<file path="src/rtl/hyper_txn_sched.sv">
// hyper_txn_sched
// Round-robin transaction scheduler in front of the uDMA HyperBus channel
// configuration port. One transfer at a time is programmed with four
// configuration writes (L2 address, size, external address, command). The
// scheduler then waits for the channel EOT and returns a one-cycle completion
// pulse, tagged with direction, to the owning requester.
//
// Optional feature: define HYPER_SCHED_TIMEOUT_EN to add a BUSY-phase timeout
// counter. On expiry an abort command is written to the channel and the
// transfer completes with done_err_o set. Without the macro, BUSY waits for
// EOT indefinitely, timeout_i is ignored and done_err_o is constant 0.
//
// All outputs are registered. Reset is synchronous and active-low.

module hyper_txn_sched #(
  parameter int NB_REQ         = 2,
  parameter int L2_AWIDTH_NOAL = 19,
  parameter int TRANS_SIZE     = 20,
  parameter int EXT_AWIDTH     = 32,
  parameter int TO_WIDTH       = 16
) (
  input  logic                               sys_clk_i,
  input  logic                               rstn_i,

  input  logic [NB_REQ-1:0]                  req_valid_i,
  output logic [NB_REQ-1:0]                  req_ready_o,
  input  logic [NB_REQ-1:0]                  req_rwn_i,
  input  logic [NB_REQ*L2_AWIDTH_NOAL-1:0]   req_l2addr_i,
  input  logic [NB_REQ*EXT_AWIDTH-1:0]       req_extaddr_i,
  input  logic [NB_REQ*TRANS_SIZE-1:0]       req_size_i,

  output logic [NB_REQ-1:0]                  done_o,
  output logic                               done_rwn_o,
  output logic                               done_err_o,

  output logic                               cfg_valid_o,
  output logic [4:0]                         cfg_addr_o,
  output logic [31:0]                        cfg_data_o,
  output logic                               cfg_rwn_o,
  input  logic                               cfg_ready_i,

  input  logic                               eot_i,
  output logic                               busy_o,
  output logic                               busy_rwn_o,

  input  logic [TO_WIDTH-1:0]                timeout_i
);

  localparam int IDX_W = $clog2(NB_REQ);

  // Channel configuration word indices and command encodings.
  localparam logic [4:0]  CFG_L2   = 5'd0;
  localparam logic [4:0]  CFG_SIZE = 5'd1;
  localparam logic [4:0]  CFG_EXT  = 5'd2;
  localparam logic [4:0]  CFG_CMD  = 5'd3;
  localparam logic [31:0] CMD_ABORT = 32'h0000_0004;

  typedef enum logic [3:0] {
    S_IDLE,
    S_GRANT,
    S_W_L2,
    S_W_SIZE,
    S_W_EXT,
    S_W_CMD,
    S_BUSY,
`ifdef HYPER_SCHED_TIMEOUT_EN
    S_ABORT,
`endif
    S_DONE
  } state_e;

  state_e                   state_q;
  logic [IDX_W-1:0]         last_q;
  logic [IDX_W-1:0]         idx_q;
  logic                     rwn_q;
  logic [TRANS_SIZE-1:0]    size_q;
  logic [EXT_AWIDTH-1:0]    ext_q;

  // Round-robin winner search.
  logic                     win_found;
  logic [IDX_W-1:0]         win_idx;
  logic [IDX_W-1:0]         cand_idx;
  int                       cand_pos;

  // Fields of the granted requester, picked from the flattened buses.
  logic [L2_AWIDTH_NOAL-1:0] sel_l2;
  logic [TRANS_SIZE-1:0]     sel_size;
  logic [EXT_AWIDTH-1:0]     sel_ext;
  logic                      sel_rwn;

  assign sel_l2   = req_l2addr_i[int'(idx_q)*L2_AWIDTH_NOAL +: L2_AWIDTH_NOAL];
  assign sel_size = req_size_i[int'(idx_q)*TRANS_SIZE +: TRANS_SIZE];
  assign sel_ext  = req_extaddr_i[int'(idx_q)*EXT_AWIDTH +: EXT_AWIDTH];
  assign sel_rwn  = req_rwn_i[idx_q];

  // The configuration port is only ever written.
  assign cfg_rwn_o = 1'b0;

`ifdef HYPER_SCHED_TIMEOUT_EN
  logic [TO_WIDTH-1:0] to_cnt_q;
  logic [TO_WIDTH-1:0] to_cnt_nxt;
  logic                done_err_q;
  logic                to_expired;

  assign to_cnt_nxt = to_cnt_q + 1'b1;
  // Expiry is judged on the incremented count so that a limit of N allows
  // exactly N BUSY cycles before the abort.
  assign to_expired = (timeout_i != '0) && (to_cnt_nxt == timeout_i);
  assign done_err_o = done_err_q;
`else
  logic unused_timeout;
  assign unused_timeout = ^timeout_i;
  assign done_err_o     = 1'b0;
`endif

  // Pick the first valid requester strictly after the last one served.
  // NOTE: always_comb uses blocking assignments and gives every variable a
  // default first, so the loop search is order-dependent and no latch forms.
  always_comb begin
    win_found = 1'b0;
    win_idx   = '0;
    cand_pos  = 0;
    cand_idx  = '0;
    for (int i = 1; i <= NB_REQ; i++) begin
      cand_pos = int'(last_q) + i;
      if (cand_pos >= NB_REQ) cand_pos = cand_pos - NB_REQ;
      cand_idx = IDX_W'(cand_pos);
      if (!win_found && req_valid_i[cand_idx]) begin
        win_found = 1'b1;
        win_idx   = cand_idx;
      end
    end
  end

  // Scheduler FSM with registered outputs driven on each transition.
  // NOTE: sequential state uses non-blocking assignments only, so every
  // register in this block sees the pre-edge value of every other one.
  always_ff @(posedge sys_clk_i) begin
    if (!rstn_i) begin
      state_q     <= S_IDLE;
      last_q      <= IDX_W'(NB_REQ - 1);
      idx_q       <= '0;
      rwn_q       <= 1'b0;
      size_q      <= '0;
      ext_q       <= '0;
      req_ready_o <= '0;
      done_o      <= '0;
      done_rwn_o  <= 1'b0;
      cfg_valid_o <= 1'b0;
      cfg_addr_o  <= '0;
      cfg_data_o  <= '0;
      busy_o      <= 1'b0;
      busy_rwn_o  <= 1'b0;
`ifdef HYPER_SCHED_TIMEOUT_EN
      to_cnt_q    <= '0;
      done_err_q  <= 1'b0;
`endif
    end else begin
      // Pulse outputs default low; they are raised only on the entry edge.
      req_ready_o <= '0;
      done_o      <= '0;
      done_rwn_o  <= 1'b0;
`ifdef HYPER_SCHED_TIMEOUT_EN
      done_err_q  <= 1'b0;
`endif
      case (state_q)
        S_IDLE: begin
          if (win_found) begin
            state_q              <= S_GRANT;
            idx_q                <= win_idx;
            req_ready_o[win_idx] <= 1'b1;
          end
        end

        S_GRANT: begin
          last_q <= idx_q;
          rwn_q  <= sel_rwn;
          size_q <= sel_size;
          ext_q  <= sel_ext;
          if (sel_size == '0) begin
            // Nothing to move: complete immediately without touching the channel.
            state_q       <= S_DONE;
            done_o[idx_q] <= 1'b1;
            done_rwn_o    <= sel_rwn;
          end else begin
            state_q     <= S_W_L2;
            cfg_valid_o <= 1'b1;
            cfg_addr_o  <= CFG_L2;
            cfg_data_o  <= 32'(sel_l2);
          end
        end

        S_W_L2: begin
          if (cfg_ready_i) begin
            state_q    <= S_W_SIZE;
            cfg_addr_o <= CFG_SIZE;
            cfg_data_o <= 32'(size_q);
          end
        end

        S_W_SIZE: begin
          if (cfg_ready_i) begin
            state_q    <= S_W_EXT;
            cfg_addr_o <= CFG_EXT;
            cfg_data_o <= 32'(ext_q);
          end
        end

        S_W_EXT: begin
          if (cfg_ready_i) begin
            state_q    <= S_W_CMD;
            cfg_addr_o <= CFG_CMD;
            cfg_data_o <= {30'd0, 1'b1, rwn_q};
          end
        end

        S_W_CMD: begin
          if (cfg_ready_i) begin
            state_q     <= S_BUSY;
            cfg_valid_o <= 1'b0;
            cfg_addr_o  <= '0;
            cfg_data_o  <= '0;
            busy_o      <= 1'b1;
            busy_rwn_o  <= rwn_q;
`ifdef HYPER_SCHED_TIMEOUT_EN
            to_cnt_q    <= '0;
`endif
          end
        end

        S_BUSY: begin
          // EOT is checked first so it beats a timeout expiring on the same cycle.
          if (eot_i) begin
            state_q       <= S_DONE;
            busy_o        <= 1'b0;
            busy_rwn_o    <= 1'b0;
            done_o[idx_q] <= 1'b1;
            done_rwn_o    <= rwn_q;
`ifdef HYPER_SCHED_TIMEOUT_EN
          end else if (to_expired) begin
            state_q     <= S_ABORT;
            busy_o      <= 1'b0;
            busy_rwn_o  <= 1'b0;
            cfg_valid_o <= 1'b1;
            cfg_addr_o  <= CFG_CMD;
            cfg_data_o  <= CMD_ABORT;
          end else begin
            to_cnt_q <= to_cnt_nxt;
`endif
          end
        end

`ifdef HYPER_SCHED_TIMEOUT_EN
        S_ABORT: begin
          // A late EOT here is ignored; the transfer completes as an error.
          if (cfg_ready_i) begin
            state_q       <= S_DONE;
            cfg_valid_o   <= 1'b0;
            cfg_addr_o    <= '0;
            cfg_data_o    <= '0;
            done_o[idx_q] <= 1'b1;
            done_rwn_o    <= rwn_q;
            done_err_q    <= 1'b1;
          end
        end
`endif

        S_DONE: begin
          state_q <= S_IDLE;
        end

        default: begin
          state_q <= S_IDLE;
        end
      endcase
    end
  end

endmodule

</file>
<file path="config.mk">
export PLATFORM = sky130hd
export DESIGN_NAME = hyper_txn_sched
export DESIGN_NICKNAME = d
export VERILOG_FILES = /design/src/rtl/hyper_txn_sched.sv
export SDC_FILE = /design/constraint.sdc
export NUM_CORES = 1
export LEC_CHECK = 0
export CORE_UTILIZATION = 40
export CTS_BUF_LIST = sky130_fd_sc_hd__clkbuf_2 sky130_fd_sc_hd__clkbuf_4 sky130_fd_sc_hd__clkbuf_8
export DETAILED_ROUTE_END_ITERATION = 7
export PLACE_DENSITY = 0.83
export SYNTH_ARGS = -nofsm -noshare
export SYNTH_HDL_FRONTEND = slang
export SYNTH_SLANG_ARGS = --single-unit
</file>
<file path="constraint.sdc">
create_clock -name sys_clk_i -period 1.9 [get_ports sys_clk_i]
set_clock_uncertainty 0.15 [all_clocks]
set_input_delay 0.38 -clock sys_clk_i [delete_from_list [all_inputs] [get_ports sys_clk_i]]
set_output_delay 0.38 -clock sys_clk_i [all_outputs]
set_load 0.02 [all_outputs]
</file>
# After elaboration in Yosys (flattened, before gate mapping)
# Cells that the tools add are included.
# classes
addsub	4
n_mul	2
magnitude_cmp	8
n_eq_ne	13
n_shift	3
mux	50
reduce_logical	15
# op_table
cell	count
$mux 32	5
$pmux 32 s5	1
$shiftx 64x7->32	1
$shiftx 40x7->20	1
$shiftx 38x7->19	1
$pmux 4 s7	1
$mux 5	5
$pmux 5 s5	1
$mux 4	6
$mux 1	21
$logic_not 20->1	1
$ne 2x2->1 const B	7
$eq 4x3->1 const B	3
$reduce_and 6->1	2
$reduce_and 3->1	3
$eq 4x2->1 const B	2
$lt 1x2->1 const B	4
$pmux 1 s2	4
$mul 1x5->6 const B	1
$reduce_bool 5->1	1
$eq 4x1->1 const B	1
$logic_not 4->1	1
$mul 1x3->4 const B	1
$mux 2	2
other kinds (13)	19
# word_totals
register_bits	104

# Depth between registers and ports, before layout
# Gate-level depths: netlist (run 1).
# depth
ltp_word	13
depth_mapped	8

# Worst setup path after synthesis (run 1)
# No wires, ideal clock.
# synth_timing
kind	input port to flip-flop
start	input port cfg_ready_i
end	register cfg_data_o[10]
setup_time_ns	0.120
t_arrival_ns	1.767
t_required_ns	1.630
path_slack_ns	-0.137
path_stages	7
path_buffers	2
cell_sequence	buf_2 nor2b_1 nor2_1 a31oi_2 clkbuf_1 o22ai_1 a211o_1
# synth_between
elab_chain_cells	2
word_cells_on_any_way	5
classes_between	eq/ne (4); reduce/logical (1)
# synth_rtl
item	line	rtl
start: declaration	40	input logic cfg_ready_i,
$ne 2x2->1 (no source line)	n/a	
$reduce_and 6->1 (no source line) *	n/a	
end signal: assignment	189	cfg_data_o <= 32'(sel_l2);
end signal: assignment	197	cfg_data_o <= 32'(size_q);
end signal: assignment	205	cfg_data_o <= 32'(ext_q);
end: declaration	38	output logic [31:0] cfg_data_o,
# Mark *: on every way between the ends. The rest lies on a longest branch, timed or not.
# A chain may end at the register's enable or synchronous reset.

# Worst setup path after layout (run 1)
# layout_timing
start	register idx_q
end	register state_q[0]
# layout_between
elab_chain_cells	5
# layout_rtl
item	line	rtl
start: declaration	74	logic [IDX_W-1:0] idx_q;
start signal: assignment	170	idx_q <= win_idx;
$mul 1x3->4	92	assign sel_size = req_size_i[int'(idx_q)*TRANS_SIZE +: TRANS_SIZE];
$shiftx 40x7->20	92	
$logic_not 20->1	180	if (sel_size == '0) begin
$mux 3	180	
$pmux 4 s7	166	case (state_q)
end signal: assignment	169	state_q <= S_GRANT;
end signal: assignment	182	state_q <= S_DONE;
end signal: assignment	186	state_q <= S_W_L2;
end: declaration	72	state_e state_q;
# Every way passes these cells.

==> results of run 1 <==
sequential cells by signal (all words and copies together) (netlist names):
signal       flops
size_q          20
state_q          3
cfg_data_o      32
last_q           1
rwn_q            1
done_o           2
req_ready_o      2
idx_q            1
ext_q           32
busy_rwn_o       1
cfg_valid_o      1
cfg_addr_o       2
done_rwn_o       1
busy_o           1
worst max-delay path, stage by stage (launching register included):
cell,delay [ns]
sky130_fd_sc_hd__dfxtp_4,0.39
sky130_fd_sc_hd__nor4b_4,0.22
sky130_fd_sc_hd__nand4_1,0.24
sky130_fd_sc_hd__buf_4,0.20
sky130_fd_sc_hd__a221o_1,0.42
sky130_fd_sc_hd__buf_6,0.17
sky130_fd_sc_hd__o221ai_2,0.15
sky130_fd_sc_hd__and2_4,0.16
power breakdown:
part	switching, mW	total, mW	leakage [nW]	internal (mW)
Clock	0.763	1.27	0.0950	0.505
Combinational	0.861	1.75	2.34	0.888
Sequential	0.136	2.45	0.820	2.32
Total	1.76	5.47	3.25	3.71
timing repair:
item                       CTS  global route
hold buffers                 0             0
gates cloned                 3             0
pin swaps                   29            15
resized for setup           43            35
setup buffers                8             4
setup endpoints to repair   43            64
cells in the final DEF (no fill, tap or decap), drive strengths merged, types with 2 or more instances in the layout:
cell type / synthesis / layout
nand2: 32 / 32
a221oi: 3 / 3
mux2i: 91 / 91
nor2b: 4 / 4
o2bb2ai: 2 / 2
o21ai: 5 / 5
a31oi: 3 / 3
a211o: 17 / 17
nor4: 7 / 7
xor2: 2 / 2
dfxtp: 100 / 100
nor3: 23 / 23
a22oi: 2 / 2
a211oi: 53 / 53
nand4: 3 / 3
clkinv: 1 / 3
a221o: 2 / 2
nor3b: 2 / 2
o22ai: 17 / 17
nor2: 83 / 83
and3: 2 / 2
a21oi: 10 / 10
conb: 1 / 5
nand2b: 2 / 2
and2: 3 / 3
clkdlybuf4s50: 0 / 162
inv: 5 / 9
dlygate4sd2: 0 / 14
o221ai: 2 / 2
clkbuf: 26 / 10
dlymetal6s2s: 0 / 15
buf: 29 / 68
a22o: 12 / 12
nand3: 7 / 7
final timing paths:
check | from | end | slack (ns)
worst max-delay path | idx_q | state_q[0] | -0.25
worst min-delay path | req_size_i[0] | size_q[0] | 0.31
worst max register to register | idx_q | state_q[0] | -0.25
worst min register to register | busy_o | busy_o | 0.32
logic make-up (layout without fill, tap and decap cells):
kind of cell    count (synthesis)  after routing  share of synthesized area, %
compound gates                132            132                          20.2
xor+xnor                        2              2                         0.351
buf+inv                        61            281                          5.72
flops                         100            100                          40.1
mux                            92             92                          18.5
other cells                     1              5                        0.0752
simple gates                  170            170                          15.0
metal layers:
layer / up-vias / global-route usage [%] / wire length [um]
met1: 2397 / 30.1 / 6880
met2: 236 / 42.4 / 7860
li1: 2479 / - / -
met5: - / 0 / 0
met4: 0 / 9.82 / 385
met3: 30 / 4.41 / 1110
cell type report:
type,count,area [um^2]
clock buffer,10,131
inverter,6,22.5
timing repair buffer,259,2650
sequential,100,2010
tap,168,210
clock inverter,6,46.3
fill,909,4030
multi-input combinational,401,2960
==> metrics.yaml, run 1 <==
die:
  die_outline_height_um: 114
  die_x_um: 114
  floorplan_row_count: 40
  die_area_mm2: 0.0129
  core_area_mm2: 0.0121
  io-pin-count: 213
  initial_utilization_pct: 41.4
power:
  leakage_power_nw: 3.25
  power_per_cell_area_mw_per_mm2: 681
  total_power_mw: 5.47
  max_ir_drop_vdd_mv: 0.316
synth:
  yosys_most_used_dff: "sky130_fd_sc_hd__dfxtp_1"
  synthDominantCellAreaShare_pct: 40.1
  post_synth_main_area_contributors: "sky130_fd_sc_hd__dfxtp_1 40%, sky130_fd_sc_hd__mux2i_1 18%, sky130_fd_sc_hd__a211oi_1 8.0%"
  synth.most_common_cell: "sky130_fd_sc_hd__dfxtp_1"
  synth-async-reset-ratio_pct: 0
  syn_area_per_cell_um2: 8.94
  synth_seq_area_share_pct: 40.1
  synthesis.instances: 558
  number_of_enable_type_register_cells_in_the_synthesized_netlist: 0
  synthesis.yosys.warnings: 0
  syn_area_mm2: 0.00499
  ys_ff_latch: 100
  synth.top_cells.by_count: "100 x sky130_fd_sc_hd__dfxtp_1, 91 x sky130_fd_sc_hd__mux2i_1, 83 x sky130_fd_sc_hd__nor2_1"
  post-synth-top-area-cell: "sky130_fd_sc_hd__dfxtp_1"
  netlist-cell-type-count: 45
route:
  drt_pass_1_iters: 5
  detail_route.vias_per_cell: 5.41
  route.detailed.drc: 0
  routed_wl_mm: 16.2
  dr_total_vias: 5142
  antenna_violating_nets_post_route: 0
  dr.first_iter.drc_count: 251
  wire_per_inst_um: 17.1
flow_run:
  cap_violations: 0
setup_path:
  worstRegToRegCells: 7
  worst_setup_path_type: "flip-flop to flip-flop"
  crit_fanout: 5
  critPathCaptureType: "flip-flop"
  required_ns: 2.06
  crit_path_start_kind: "flip-flop"
  critical_path_arrival_ns: 2.32
sta:
  final.hold.worst_slack_ns: 0.309
  sum_neg_setup_slack_ns: -7.91
  slew_violations: 0
  period_minus_slack_ns: 2.15
  slew_headroom_pct: 67.1
  maxClockFrequency_ghz: 0.464
  timing.final.hold_violations: 0
  max_slew.worst_pin.slew_ns: 0.489
  finalCritPeriodShare_pct: 113
  setup_viol: 40
  rsz_0062_raised_after_global_routing: "yes"
  setup_ws_ns: -0.253
outcome:
  outcome: "finished, violations left"
  violations: "setup timing"
clock_network:
  cts_num_sinks: 100
  tritoncts: "built"
  worst_setup_hold_path_clk_slew_ns: 0.10
  worst_skew_pair.late_latency_ns: 0.36
  cts-root-buf: "sky130_fd_sc_hd__clkbuf_8"
  clock_path_buffers: 2
  tritoncts.num_buffers: 9
  cts-htree-levels: 3
place:
  place_inst: 920
  placement.cell_area_mm2: 0.00743
  placement.io_buffers: 191
  gp_congestion: 0.856
  dp_slack_ns: -0.703
  post-dp-hpwl_mm: 12.1
final_layout:
  proportion_of_layout_cells_with_a_drive_suffix_above_1_pct: 16.6
  n_antenna_cell: 0
  flow.area_growth_from_synthesis_pct: 60.9
  post-route-util_pct: 66.6
  final_standard_cell_count_with_taps_included_and_fillers_excluded: 950
  fin_nets: 943
  final_design_instance_area_without_fill_mm2: 0.00803
global_routing:
  grt_usage_pct: 24.5
  global_route_wire_length_before_repair_mm: 24.9
  gr-total-overflow: 0
  grt_start_max_net_pins: 45
  grt_antenna_before_repair: 0
  first_global_vias: 5060
hold_path:
  worst_hold_path.num_cells: 3
  hold_path_class: "input pin to flip-flop"
Note: power is estimated with default switching activity, not from simulation.
==> run 2: changes to the inputs <==
CORE_UTILIZATION = 36   (was 40)
GPL_ROUTABILITY_DRIVEN = 0   (was not set)
PLACE_DENSITY = not set   (was 0.83)
PLACE_DENSITY_LB_ADDON = 0.3   (was not set)
==> run 2 against run 1 <==
Compared with the run above: the run still ends with setup timing left; die area grew 11%; sequential share of layout area fell by 0.25 points; cell count grew 0.21%; worst setup slack better by 0.036 ns; flip-flop and latch count unchanged; routed wire length down 0.67%; clock power is 20% higher; core utilization decreased by 6.0 points; total power grew 4.1%; sequential power is essentially flat; register-to-register slack improved by 0.07 ns; critical path depth is 2 higher; critical path type is now input pin to flip-flop; critical endpoint is now cfg_data_o[3]; largest cell class unchanged; highest routed layer is now met5.
==> metrics.yaml, run 2 (synthesized netlist as in run 1, its figures left out) <==
sta:
  finalCritPeriodShare_pct: 111  # was 113%
  slew_headroom_pct: 64.7  # was 67.1%
  max_slew.worst_pin.slew_ns: 0.524  # was 0.489 ns
  setup_ws_ns: -0.218  # was -0.253 ns
  rsz_0062_raised_after_global_routing: "yes"  # unchanged
  slew_violations: 0  # unchanged
  final.hold.worst_slack_ns: 0.303  # was 0.309 ns
  period_minus_slack_ns: 2.12  # was 2.15 ns
  maxClockFrequency_ghz: 0.472  # was 0.464 GHz
  timing.final.hold_violations: 0  # unchanged
  setup_viol: 38  # was 40
power:
  max_ir_drop_vdd_mv: 0.325  # was 0.316 mV
  power_per_cell_area_mw_per_mm2: 702  # was 681 mW/mm^2
  leakage_power_nw: 3.46  # was 3.25 nW
  total_power_mw: 5.69  # was 5.47 mW
final_layout:
  final_standard_cell_count_with_taps_included_and_fillers_excluded: 952  # was 950
  post-route-util_pct: 60.5  # was 66.6%
  layout_top_registers: "cfg_data_o: 32 flops, ext_q: 32 flops, size_q: 20 flops"  # unchanged
  fin_nets: 937  # was 943
  flow.area_growth_from_synthesis_pct: 62.5  # was 60.9%
  layout_commonest_cell: "sky130_fd_sc_hd__clkdlybuf4s50_1"  # unchanged
  proportion_of_layout_cells_with_a_drive_suffix_above_1_pct: 15.7  # was 16.6%
  mostFrequentLayoutCells: "139 x sky130_fd_sc_hd__clkdlybuf4s50_1, 98 x sky130_fd_sc_hd__dfxtp_1, 91 x sky130_fd_sc_hd__mux2i_1"  # was 162 x sky130_fd_sc_hd__clkdlybuf4s50_1, 98 x sky130_fd_sc_hd__dfxtp_1, 91 x sky130_fd_sc_hd__mux2i_1
  n_antenna_cell: 0  # unchanged
route:
  wire_per_inst_um: 16.9  # was 17.1 um
  dr.first_iter.drc_count: 289  # was 251
  route.detailed.drc: 0  # unchanged
  detail_route.vias_per_cell: 5.31  # was 5.41
  routed_wl_mm: 16.1  # was 16.2 mm
  drt_pass_1_iters: 4  # was 5
  antenna_violating_nets_post_route: 0  # unchanged
  dr_total_vias: 5052  # was 5142
outcome:
  outcome: "finished, violations left"  # unchanged
  violations: "setup timing"  # unchanged
clock_network:
  worst_setup_hold_path_clk_slew_ns: 0.09  # was 0.10 ns
  cts-htree-levels: 3  # unchanged
  tritoncts.num_buffers: 9  # unchanged
  cts-root-buf: "sky130_fd_sc_hd__clkbuf_8"  # unchanged
  worst_skew_pair.late_latency_ns: 0.37  # was 0.36 ns
  hold_buffers: 0  # unchanged
  tritoncts: "built"  # unchanged
  clock_path_buffers: 2  # unchanged
  cts_num_sinks: 100  # unchanged
setup_path:
  critical_path_arrival_ns: 2.22  # was 2.32 ns
  critPathTopFamily: "buffers and inverters"  # was simple AND/OR/NAND/NOR gates
  critPathCaptureType: "flip-flop"  # unchanged
  slowest_delay_ns: 0.44  # was 0.42 ns
  worst_setup_path_type: "input pin to flip-flop"  # was flip-flop to flip-flop
  path_cells: "clkdlybuf4s50_1, nor2_1, nand4_1, buf_4, a221oi_4, buf_6, clkbuf_16, nor3_4, a211o_1"  # was nor4b_4, nand4_1, buf_4, a221o_1, buf_6, o221ai_2, and2_4
  required_ns: 2.00  # was 2.06 ns
  cp_num_buf_inv: 4  # was 2
  critical-path-slowest-cell: "sky130_fd_sc_hd__clkdlybuf4s50_1"  # was sky130_fd_sc_hd__a221o_1
  crit_path_start_kind: "input pin"  # was flip-flop
  crit_fanout: 4  # was 5
place:
  dp_slack_ns: -0.700  # was -0.703 ns
  place_inst: 922  # was 920
  placement.io_buffers: 191  # unchanged
  post-dp-hpwl_mm: 11.7  # was 12.1 mm
global_routing:
  gr-total-overflow: 0  # unchanged
  grt_start_max_net_pins: 49  # was 45
  global_route_wire_length_before_repair_mm: 24.2  # was 24.9 mm
  grt_usage_pct: 21.4  # was 24.5%
  first_global_vias: 4803  # was 5060
  grt_antenna_before_repair: 1  # was 0
hold_path:
  hold_path_class: "input pin to flip-flop"  # unchanged
die:
  initial_utilization_pct: 37.2  # was 41.4%
  die_outline_height_um: 120  # was 114 um
  floorplan_row_count: 42  # was 40
  core_area_mm2: 0.0134  # was 0.0121 mm^2
  io-pin-count: 213  # unchanged
  die_area_mm2: 0.0143  # was 0.0129 mm^2
  die_x_um: 120  # was 114 um
flow_run:
  cap_violations: 0  # unchanged
## run 2: layout make-up
cell class              count  area (um^2)
clock inverters             4         72.6
inverters                   6         22.5
repair buffers            253         2680
multi-input cells         401         2960
clock buffers              12          153
well taps                 176          220
fillers                  1118         5290
flip-flops and latches    100         2010
## run 2: path summary, 6_finish.rpt
check,startpoint,slack [ns],depth (start not counted),to
max,req_size_i[4],-0.22,9,cfg_data_o[3]
max reg2reg,idx_q,-0.18,7,cfg_data_o[3]
min reg2reg,busy_o,0.31,2,busy_o
min,req_size_i[15],0.30,3,size_q[15]
## run 2: per-layer routing
layer	share of wire (%)	global-route usage, %
met1	45	27.9
met2	48	35.7
met3	6.1	3.47
met4	1.3	7.66
met5	0.081	0
## run 2: what timing repair did
action,4_1_cts,5_1_grt
gates resized for setup,38,65
buffers inserted,4,6
setup endpoints to repair,49,57
gates cloned,2,3
pin swaps,11,38
## run 2: worst reg2reg max path, cell delays in order (launching register included)
cell and delay, ns:
sky130_fd_sc_hd__dfxtp_4 0.38, sky130_fd_sc_hd__nor4b_4 0.19, sky130_fd_sc_hd__nand4_1 0.20, sky130_fd_sc_hd__a221oi_4 0.40
sky130_fd_sc_hd__buf_6 0.21, sky130_fd_sc_hd__clkbuf_16 0.16, sky130_fd_sc_hd__nor3_4 0.04, sky130_fd_sc_hd__a211o_1 0.24
## run 2: metrics by stage
stage	instance area (um^2)	setup TNS [ns]
global placement	7420	-24.35
global route	8110	-7.80
finish	8110	-5.66
detailed placement	7420	-25.07
floorplan	5040	0
CTS	7770	-7.61
## run 2: power breakdown
part	switching, mW	total, mW	internal, mW
Sequential	0.139	2.45	2.31
Combinational	0.845	1.72	0.878
Clock	0.710	1.52	0.806
Total	1.69	5.69	4.00
==> run 3: changes to the inputs <==
CTS_BUF_LIST = sky130_fd_sc_hd__clkbuf_4   (was sky130_fd_sc_hd__clkbuf_2 sky130_fd_sc_hd__clkbuf_4 sky130_fd_sc_hd__clkbuf_8)
==> run 3 against run 2 <==
Compared with the run above: the flow still finishes with violations (setup timing); maximum frequency down 0.83%; flip-flop and latch count stayed put; core utilization shrank 1.1 points; largest power group unchanged; critical path depth shrank 1; cell count rose by 0.74%.
==> metrics.yaml, run 3 (synthesized netlist as in run 1, its figures left out) <==
outcome:
  outcome: "finished, violations left"  # unchanged
  violations: "setup timing"  # unchanged
die:
  die_x_um: 120  # unchanged
  io-pin-count: 213  # unchanged
  die_area_mm2: 0.0143  # unchanged
  core_area_mm2: 0.0134  # unchanged
  die_outline_height_um: 120  # unchanged
  floorplan_row_count: 42  # unchanged
  initial_utilization_pct: 37.2  # unchanged
setup_path:
  crit_path_start_kind: "input pin"  # unchanged
  critical-path-slowest-cell: "sky130_fd_sc_hd__clkdlybuf4s50_1"  # unchanged
  crit_fanout: 4  # unchanged
  worst_setup_path_type: "input pin to flip-flop"  # unchanged
  path_cells: "clkdlybuf4s50_1, nor4b_4, nand4_1, a221oi_4, buf_6, clkbuf_16, nor3_2, a211o_1"  # was clkdlybuf4s50_1, nor2_1, nand4_1, buf_4, a221oi_4, buf_6, clkbuf_16, nor3_4, a211o_1
  critical_path_arrival_ns: 2.34  # was 2.22 ns
  critPathCaptureType: "flip-flop"  # unchanged
  slowest_delay_ns: 0.46  # was 0.44 ns
  required_ns: 2.11  # was 2.00 ns
  cp_num_buf_inv: 3  # was 4
  critPathTopFamily: "buffers and inverters"  # unchanged
final_layout:
  post-route-util_pct: 59.4  # was 60.5%
  final_design_instance_area_without_fill_mm2: 0.00796  # was 0.00811 mm^2
  flow.area_growth_from_synthesis_pct: 59.6  # was 62.5%
  mostFrequentLayoutCells: "138 x sky130_fd_sc_hd__clkdlybuf4s50_1, 98 x sky130_fd_sc_hd__dfxtp_1, 91 x sky130_fd_sc_hd__mux2i_1"  # was 139 x sky130_fd_sc_hd__clkdlybuf4s50_1, 98 x sky130_fd_sc_hd__dfxtp_1, 91 x sky130_fd_sc_hd__mux2i_1
  fin_nets: 943  # was 937
  layout_commonest_cell: "sky130_fd_sc_hd__clkdlybuf4s50_1"  # unchanged
  layout_top_registers: "cfg_data_o: 32 flops, ext_q: 32 flops, size_q: 20 flops"  # unchanged
  proportion_of_layout_cells_with_a_drive_suffix_above_1_pct: 14.7  # was 15.7%
  final_standard_cell_count_with_taps_included_and_fillers_excluded: 959  # was 952
  layout_filler_cell_count: 1168  # was 1118
global_routing:
  grt_antenna_before_repair: 1  # unchanged
  first_global_vias: 4845  # was 4803
  gr-total-overflow: 0  # unchanged
  grt_usage_pct: 21.5  # was 21.4%
  global_route_wire_length_before_repair_mm: 24.3  # was 24.2 mm
  grt_start_max_net_pins: 49  # unchanged
clock_network:
  cts_num_sinks: 100  # unchanged
  clock_path_buffers: 2  # unchanged
  worst_setup_hold_path_clk_slew_ns: 0.15  # was 0.09 ns
  worst_skew_pair.late_latency_ns: 0.46  # was 0.37 ns
  hold_buffers: 0  # unchanged
  cts-root-buf: "sky130_fd_sc_hd__clkbuf_4"  # was sky130_fd_sc_hd__clkbuf_8
  tritoncts.num_buffers: 9  # unchanged
  tritoncts: "built"  # unchanged
  cts-htree-levels: 3  # unchanged
sta:
  period_minus_slack_ns: 2.14  # was 2.12 ns
  final.hold.worst_slack_ns: 0.197  # was 0.303 ns
  rsz_0062_raised_after_global_routing: "yes"  # unchanged
  timing.final.hold_violations: 0  # unchanged
  finalCritPeriodShare_pct: 112  # was 111%
  slew_violations: 0  # unchanged
  sum_neg_setup_slack_ns: -6.19  # was -5.66 ns
  setup_ws_ns: -0.235  # was -0.218 ns
  maxClockFrequency_ghz: 0.468  # was 0.472 GHz
  setup_viol: 39  # was 38
place:
  placement.cell_area_mm2: 0.00742  # unchanged
  place_inst: 922  # unchanged
  dp_slack_ns: -0.700  # unchanged
  post-dp-hpwl_mm: 11.7  # unchanged
  placement.io_buffers: 191  # unchanged
power:
  total_net_switching_power_mw: 1.67  # was 1.69 mW
  leakage_power_nw: 3.24  # was 3.46 nW
  seq_power_share_pct: 45.4  # was 43.1%
  power.switching_fraction_pct: 30.9  # was 29.7%
  cell_internal_pwr_mw: 3.74  # was 4.00 mW
  power_per_cell_area_mw_per_mm2: 679  # was 702 mW/mm^2
  clkPwrFrac_pct: 23.1  # was 26.6%
  total_power_mw: 5.41  # was 5.69 mW
  combinationalPowerShare_pct: 31.5  # was 30.3%
  max_ir_drop_vdd_mv: 0.367  # was 0.325 mV
route:
  dr.first_iter.drc_count: 402  # was 289
  antenna_violating_nets_post_route: 0  # unchanged
  routed_wl_mm: 16.3  # was 16.1 mm
  route.detailed.drc: 0  # unchanged
  drt_pass_1_iters: 7  # was 4
  wire_per_inst_um: 17.0  # was 16.9 um
  detail_route.vias_per_cell: 5.35  # was 5.31
  dr_total_vias: 5127  # was 5052
hold_path:
  hold_path_class: "input pin to flip-flop"  # unchanged
flow_run:
  cap_violations: 0  # unchanged
==> run 3: cell count changes in the layout (fill, tap and decap cells not counted), sizes merged <==
cell,before,now
dlygate4sd2,19,47
buf,59,64
dlymetal6s2s,30,6
clkdlybuf4s15,2,0
clkbuf,16,15
diode,0,1
clkinv,1,2
clkdlybuf4s50,139,138
==> run 3: cell type report <==
type | instances | area, um^2 | area share, %
sequential | 100 | 2010 | 25.2
tap | 176 | 220 | 2.77
antenna | 1 | 2.50 | 0.0314
clock buffer | 11 | 82.6 | 1.04
timing repair buffer | 259 | 2660 | 33.4
clock inverter | 5 | 76.3 | 0.959
multi-input combinational | 401 | 2890 | 36.4
inverter | 6 | 22.5 | 0.283
==> run 3: worst min-delay path: stages <==
cell	delay, ns
sky130_fd_sc_hd__dlymetal6s2s_1	0.16
sky130_fd_sc_hd__mux2i_1	0.14
sky130_fd_sc_hd__a211oi_1	0.08
==> run 3: final timing paths <==
path                        from             end  slack (ns)  cells after the start
setup reg to reg           idx_q  cfg_data_o[18]       -0.20                      7
setup / recovery  req_size_i[23]  cfg_data_o[18]       -0.24                      8
hold / removal     req_size_i[3]       size_q[3]        0.20                      3
hold reg to reg           busy_o          busy_o        0.31                      2
==> run 3: timing repair <==
item,4_1_cts,5_1_grt
gates cloned,2,4
pin swaps,2,29
buffers inserted,4,11
setup endpoints to repair,82,42
gates resized for setup,59,34
==> run 3: power groups by stage <==
stage | combinational, mW | sequential [mW] | clock, mW
3_5_place_dp | 1.68 | 2.50 | 0
3_3_place_gp | 1.64 | 2.49 | 0
4_1_cts | 1.66 | 2.45 | 1.27
5_1_grt | 1.83 | 2.48 | 1.36
2_1_floorplan | 0.868 | 2.51 | 0
6_report | 1.71 | 2.45 | 1.25
==> run 3: routing by layer <==
layer | vias to the layer above | global-route usage, % | part of all wire (%)
met5 | - | 0 | 0
met4 | 0 | 5.23 | 0.96
met3 | 15 | 4.13 | 7.7
met2 | 223 | 36.2 | 48
met1 | 2390 | 28.1 | 43
li1 | 2499 | - | -
